==> config.mk <==
export PLATFORM = sky130hd
export DESIGN_NAME = xor_stream_decrypt
export DESIGN_NICKNAME = d
export VERILOG_FILES = /design/src/rtl/xor_stream_decrypt.sv
export SDC_FILE = /design/constraint.sdc
export NUM_CORES = 1
export LEC_CHECK = 0
export ABC_AREA = 0
export BUFFER_PORTS_ARGS = -buffer_cell sky130_fd_sc_hd__buf_2
export CAP_MARGIN = 20
export CORE_MARGIN = 1.5
export CORE_UTILIZATION = 50
export CTS_CLUSTER_DIAMETER = 80
export DETAILED_ROUTE_END_ITERATION = 10
export PLACE_DENSITY = 0.8
export REMOVE_ABC_BUFFERS = 1
export SETUP_SLACK_MARGIN = 0.3
export SLEW_MARGIN = 20
export SYNTH_ARGS = -nofsm -noshare
export SYNTH_HDL_FRONTEND = slang
export SYNTH_SLANG_ARGS = --single-unit
==> constraint.sdc <==
create_clock -name clk -period 3.3 [get_ports clk]
set_input_delay 0.495 -clock clk [delete_from_list [all_inputs] [get_ports clk]]
set_output_delay 0.495 -clock clk [all_outputs]
set_load 0.1 [all_outputs]
==> src/rtl/xor_stream_decrypt.sv <==
// Receive-side byte decryptor: XORs each accepted ciphertext byte with an 8-bit
// maximal-length LFSR keystream and holds the result in a one-entry output register.
module xor_stream_decrypt (
   input  logic        clk,
   input  logic        rst_n,
   input  logic        key_load,
   input  logic [7:0]  key,
   input  logic [7:0]  in_data,
   input  logic        in_valid,
   output logic        in_ready,
   output logic [7:0]  out_data,
   output logic        out_valid,
   input  logic        out_ready,
   output logic        keyed,
   output logic [15:0] byte_count
);

   localparam int DATA_W = 8;
   localparam int CNT_W  = 16;

   typedef enum logic {UNKEYED, KEYED} state_t;

   state_t            state, state_nxt;
   logic [DATA_W-1:0] s;
   logic              in_xfer;

   // Taps 8,6,5,4 give a period of 255; the all-zero state is never entered.
   function automatic logic [DATA_W-1:0] lfsr_next(input logic [DATA_W-1:0] v);
      return {v[6:0], v[7] ^ v[5] ^ v[4] ^ v[3]};
   endfunction

   function automatic logic [DATA_W-1:0] seed_of(input logic [DATA_W-1:0] k);
      return (k == '0) ? {DATA_W{1'b1}} : k;
   endfunction

   always_ff @(posedge clk or negedge rst_n) begin
      if (!rst_n) state <= UNKEYED;
      else        state <= state_nxt;
   end

   always_comb begin
      state_nxt = state;
      if (key_load) state_nxt = KEYED;
   end

   always_comb begin
      keyed = (state == KEYED);
   end

   assign in_ready = keyed && !key_load && (!out_valid || out_ready);
   assign in_xfer  = in_valid && in_ready;

   // Keystream and counter: a key load overrides any advance in the same cycle.
   always_ff @(posedge clk or negedge rst_n) begin
      if (!rst_n) begin
         s          <= {DATA_W{1'b1}};
         byte_count <= '0;
      end else if (key_load) begin
         s          <= seed_of(key);
         byte_count <= '0;
      end else if (in_xfer) begin
         s          <= lfsr_next(s);
         byte_count <= byte_count + CNT_W'(1);
      end
   end

   // Output register: a simultaneous pop and push keeps out_valid high.
   always_ff @(posedge clk or negedge rst_n) begin
      if (!rst_n) begin
         out_data  <= '0;
         out_valid <= 1'b0;
      end else if (in_xfer) begin
         out_data  <= in_data ^ s;
         out_valid <= 1'b1;
      end else if (out_valid && out_ready) begin
         out_valid <= 1'b0;
      end
   end

endmodule

; After elaboration in Yosys (flattened, before gate mapping)
; Cells that the tools add are included.
[word_totals]
register_bits = 34
out_inout_bits = 27
[classes]
n_addsub = 1
muxes = 7
n_bitwise = 4
reduce_logical = 10
[op_table]
columns = operator, count
row1 = $mux W16, 2
row2 = $mux W8, 3
row3 = $add A16 B1 Y16 const B, 1
row4 = $logic_not A8 Y1, 1
row5 = $xor A8 B8 Y8, 1
row6 = $logic_and A1 B1 Y1, 4
row7 = $reduce_bool A2 Y1, 2
row8 = $xor A1 B1 Y1, 3
row9 = $logic_not A1 Y1, 2
row10 = $mux W1, 2
row11 = $logic_or A1 B1 Y1, 1

; Longest topological paths before layout
[logic_depth]
word_depth = 6
depth_mapped = 6
ltp_nobuf = 5

; Worst setup path before layout
; No wires, ideal clock.
[synth_path]
path_type = register to output
start = register out_valid
end = output in_ready
arrival_time_ns = 3.428
slack_ns = -0.623
stages_incl_launch_ff = 4
n_path_buf = 1
path_cell_list = dfrtp_1 > nor2b_1 > clkbuf_1 > nor3b_1
[synth_via]
elab_chain_cells = 3
[synth_lines]
columns = element, line_no
row1 = start: declaration, 12  ; output logic out_valid,
row2 = start signal: assignment, 71  ; out_valid <= 1'b0;
row3 = start signal: assignment, 74  ; out_valid <= 1'b1;
row4 = start signal: assignment, 76  ; out_valid <= 1'b0;
row5 = $logic_not A1 Y1, 50  ; assign in_ready = keyed && !key_load && (!out_valid || out_ready);
row6 = $logic_or A1 B1 Y1, 50
row7 = $logic_and A1 B1 Y1, 50
row8 = end: declaration, 10  ; output logic in_ready,
; Every way passes these cells.

; Worst setup path after layout
; Ends and elaborated chain as after synthesis.

==> impl_table.tex <==
\begin{tabular}{lr}
\hline
Metric & Value \\
\hline
\multicolumn{2}{l}{\textbf{Run status}} \\
\quad Run status & completed \\
\multicolumn{2}{l}{\textbf{CTS}} \\
\quad Total setup buffers inserted after CTS & 0 \\
\quad Hold-fix buffer count after cts & 0 \\
\quad \# clock sinks & 34 \\
\quad TritonCTS clock tree & built \\
\quad Clock buffer depth & 2 \\
\quad Post-CTS Resized & 0 \\
\quad H-Tree Depth & 2 \\
\quad Source-to-sink clock delay at the later pin of the worst-skew pair & around 320 ps \\
\quad Number of clock buffers inserted by TritonCTS & 5 \\
\quad Clock Pin Slew Worst Setup and Hold Paths & $\sim$100 ps \\
\quad Clock root buffer & sky130\_fd\_sc\_hd\_\_clkbuf\_4 \\
\multicolumn{2}{l}{\textbf{Drt}} \\
\quad Overall routed net length & about 3.4 mm \\
\quad Average wire per cell in the routed design & between 10 and 15 µm \\
\quad Drt via density & 5.46 \\
\quad DR DRC count & 0 \\
\quad Remaining number of nets flagged by the antenna check after routing & 0 \\
\quad Number of DRC markers in iteration 0 & 37 \\
\quad DR pass1 iterations & 4 \\
\quad Total number of vias & 1420 \\
\multicolumn{2}{l}{\textbf{Yosys}} \\
\quad Total number of yosys warnings & 0 \\
\quad Most numerous cell in the Yosys netlist & sky130\_fd\_sc\_hd\_\_dfrtp\_1 \\
\quad Most instantiated cells after synthesis & 26 x sky130\_fd\_sc\_hd\_\_dfrtp\_1, 25 x sky130\_fd\_sc\_hd\_\_a21oi\_1, 25 x sky130\_fd\_sc\_hd\_\_nor2\_1 \\
\quad Number of synthesized register bits & 34 \\
\quad EDFF count, synth & 0 \\
\quad Sequential area share after synthesis & 0.517 \\
\quad Most used flip-flop cell after synthesis & sky130\_fd\_sc\_hd\_\_dfrtp\_1 \\
\quad Area share of the largest cell type after synthesis & 0.391 \\
\quad Count of distinct cell types in the synthesized netlist & 32 \\
\quad Leading cell types by total area after synthesis & sky130\_fd\_sc\_hd\_\_dfrtp\_1 39\%, sky130\_fd\_sc\_hd\_\_dfstp\_2 13\%, sky130\_fd\_sc\_hd\_\_xnor2\_1 8.9\% \\
\quad Synth async-reset ratio & 1.00 \\
\quad Synth Area per Inst & a little under 10 µm² \\
\quad Cell accounting for the most synthesized area & sky130\_fd\_sc\_hd\_\_dfrtp\_1 \\
\quad Total standard cell area after synthesis & 0.00167 mm² \\
\quad Cell count after synthesis & roughly 170 \\
\multicolumn{2}{l}{\textbf{Timing}} \\
\quad Crit share post-route & 0.647 \\
\quad Final worst-path setup slack & 1160 ps \\
\quad Final-report setup violation count & 0 \\
\quad Achievable frequency & 0.468 GHz \\
\quad Unrepaired setup endpoints after global routing & false \\
\quad Relative slew slack & 0.295 \\
\quad Final worst clock skew & 7.46 ps \\
\quad Final max-slew violation count & 0 \\
\quad Number of hold violations in the final report & 0 \\
\quad Shortest period the worst path allows & 2140 ps \\
\quad Actual slew at the worst max-slew pin & 1050 ps \\
\multicolumn{2}{l}{\textbf{Layout}} \\
\quad Count of antenna diodes in the layout & 0 \\
\quad Fraction of final layout cells sized beyond drive strength 1 & 0.301 \\
\quad Total of fill cells in the finished design & 297 \\
\quad Layout Area Growth over Synthesis & 18.6\% \\
\quad Nets@finish & 237 \\
\quad Final Non-Filler Cells & 260 \\
\multicolumn{2}{l}{\textbf{Floorplanning}} \\
\quad Die extent in y & between 60 and 70 µm \\
\quad Number of standard-cell rows in the floorplan & 20 \\
\quad Die area & 0.00369 mm² \\
\quad Die Span X & about 60 µm \\
\quad Area of the placeable core & 0.00310 mm² \\
\quad Starting utilization of the core area & 0.537 \\
\quad Number of top-level pins & 48 \\
\multicolumn{2}{l}{\textbf{Placed design}} \\
\quad Cell count after placement & about 250 \\
\quad Post-detailed-placement half-perimeter wirelength & 2.47 mm \\
\quad Count of buffers from port buffering & 47 \\
\quad Final estimated routing congestion in global placement & 0.755 \\
\quad Place WS & 1020 ps \\
\multicolumn{2}{l}{\textbf{GRT}} \\
\quad Vias in the first global route & about 1300 \\
\quad Wire length of the first global-routing pass & approximately 5.8 mm \\
\quad Maximum number of pins on one net before global-route repair & 35 \\
\quad Number of antenna violations at the first check in global routing & 0 \\
\quad Total global routing track utilization & 0.212 \\
\quad Total gr overflow & 0 \\
\multicolumn{2}{l}{\textbf{Power}} \\
\quad Reported leakage power & between 0.8 and 0.9 nW \\
\quad Worst-case vdd ir drop & 438 µV \\
\quad Power density cells & between 500 and 600 mW/mm² \\
\multicolumn{2}{l}{\textbf{Flow run}} \\
\quad Maxcap violations & 0 \\
\multicolumn{2}{l}{\textbf{Critical path}} \\
\quad Endpoint of the lowest-slack register-to-register path & s[3] \\
\quad Crit Path Class & flop to primary output \\
\quad Element type at the critical path start & flop \\
\quad Number of cell instances on the worst register-to-register path & 4 \\
\quad Kind of end point of the critical path & primary output \\
\quad CP Max Fanout & 12 \\
\quad Cell chain of the critical path & nor2b\_1, nor3b\_1, buf\_2 \\
\quad CP Data Arrival Time & 1640 ps \\
\quad Cell depth of the worst setup path & 3 \\
\quad Critical Path Max Stage Delay & between 500 and 600 ps \\
\quad Reg-to-reg setup timing slack & 1250 ps \\
\quad CP top delay family & simple AND/OR/NAND/NOR gates \\
\quad Worst path buffer plus inverter count & 1 \\
\quad Critical-path cell with the highest stage delay & sky130\_fd\_sc\_hd\_\_nor2b\_1 \\
\quad Worst Path Required & 2800 ps \\
\quad Critical R2R Launch & out\_valid \\
\multicolumn{2}{l}{\textbf{Worst hold path}} \\
\quad HP Class & input pin to asynchronous set/reset pin \\
\hline
\end{tabular}
## state kept, by name, indices dropped and copies added (netlist names)
name / cells
byte_count: 16
out_data: 8
s: 8
keyed: 1
out_valid: 1
## logic make-up (layout without fill, tap and decap cells)
group,after synthesis,after routing,synth area share
AO/OA/AOI/OAI,43,43,0.153
adder cells (fa/ha/maj),1,1,0.00751
buffers and inverters,10,57,0.0248
XOR/XNOR,18,18,0.0947
AND/OR/NAND/NOR,63,63,0.203
flip-flops,34,34,0.517
## power by group
| group | switching (mW) | internal (mW) |
|---|---|---|
| Combinational | 0.280 | 0.0712 |
| Clock | 0.125 | 0.0849 |
| Sequential | 0.0307 | 0.465 |
## worst max-delay path by stage
stage | start | to | slack [ps]
global placement | key_load | byte_count[14] | 1080
global route | out_valid | in_ready | 1000
finish | out_valid | in_ready | 1160
floorplan | out_valid | in_ready | -530
CTS | out_valid | in_ready | 1130
detailed placement | key_load | byte_count[15] | 1020
## area by class of cell
class,instances,area (µm²),area share
repair buffers,47,235,0.119
inverters,2,7.51,0.00380
clock buffers,8,48.8,0.0247
well taps,44,55.1,0.0279
flip-flops and latches,34,861,0.436
multi-input cells,125,768,0.389
## metal layers
layer  vias to the layer above  track usage  part of all wire
li1                        700            -                 -
met1                       680        0.311              0.48
met2                        36        0.310              0.47
met3                         4       0.0384             0.043
met4                         0       0.0901            0.0084
met5                         -            0                 0
## through the flow
stage	util	area, µm²	TNS, ps	hold WS [ps]	power [mW]
after detailed placement	0.621	1930	0	492	0.856
after global placement	0.621	1930	0	487	0.850
final	0.637	1980	0	225	1.06
after CTS	0.637	1980	0	232	1.07
after floorplan	-	1630	-527	199	0.778
after global routing	0.637	1980	0	257	1.11
## layout by cell type (no fill, tap or decap)
cell type                    n
sky130_fd_sc_hd__or3_1       6
sky130_fd_sc_hd__o2bb2ai_1   8
sky130_fd_sc_hd__dfstp_2     8
sky130_fd_sc_hd__nor3b_1     1
sky130_fd_sc_hd__nor4_1      4
sky130_fd_sc_hd__nor2b_1     1
sky130_fd_sc_hd__clkbuf_1    3
sky130_fd_sc_hd__o31ai_1     4
sky130_fd_sc_hd__nand2_1     5
sky130_fd_sc_hd__or2_2       2
sky130_fd_sc_hd__ha_1        1
sky130_fd_sc_hd__nand2_2     1
sky130_fd_sc_hd__inv_1       2
sky130_fd_sc_hd__nand4_1     2
sky130_fd_sc_hd__xor2_1      1
sky130_fd_sc_hd__o21ai_0     5
sky130_fd_sc_hd__nor4b_1     1
sky130_fd_sc_hd__xnor2_1    17
sky130_fd_sc_hd__a21oi_1    25
sky130_fd_sc_hd__nor3_2      1
sky130_fd_sc_hd__and4_1      1
sky130_fd_sc_hd__nand4_2     1
sky130_fd_sc_hd__nor2_1     25
sky130_fd_sc_hd__dfrtp_1    26
sky130_fd_sc_hd__nand3b_1    1
sky130_fd_sc_hd__clkbuf_4    5
sky130_fd_sc_hd__nand4b_1    1
sky130_fd_sc_hd__or4_1       6
sky130_fd_sc_hd__and2_1      1
sky130_fd_sc_hd__o21ai_1     1
sky130_fd_sc_hd__nand3_1     3
sky130_fd_sc_hd__buf_2      47
Power figures use the tool's default switching activity.
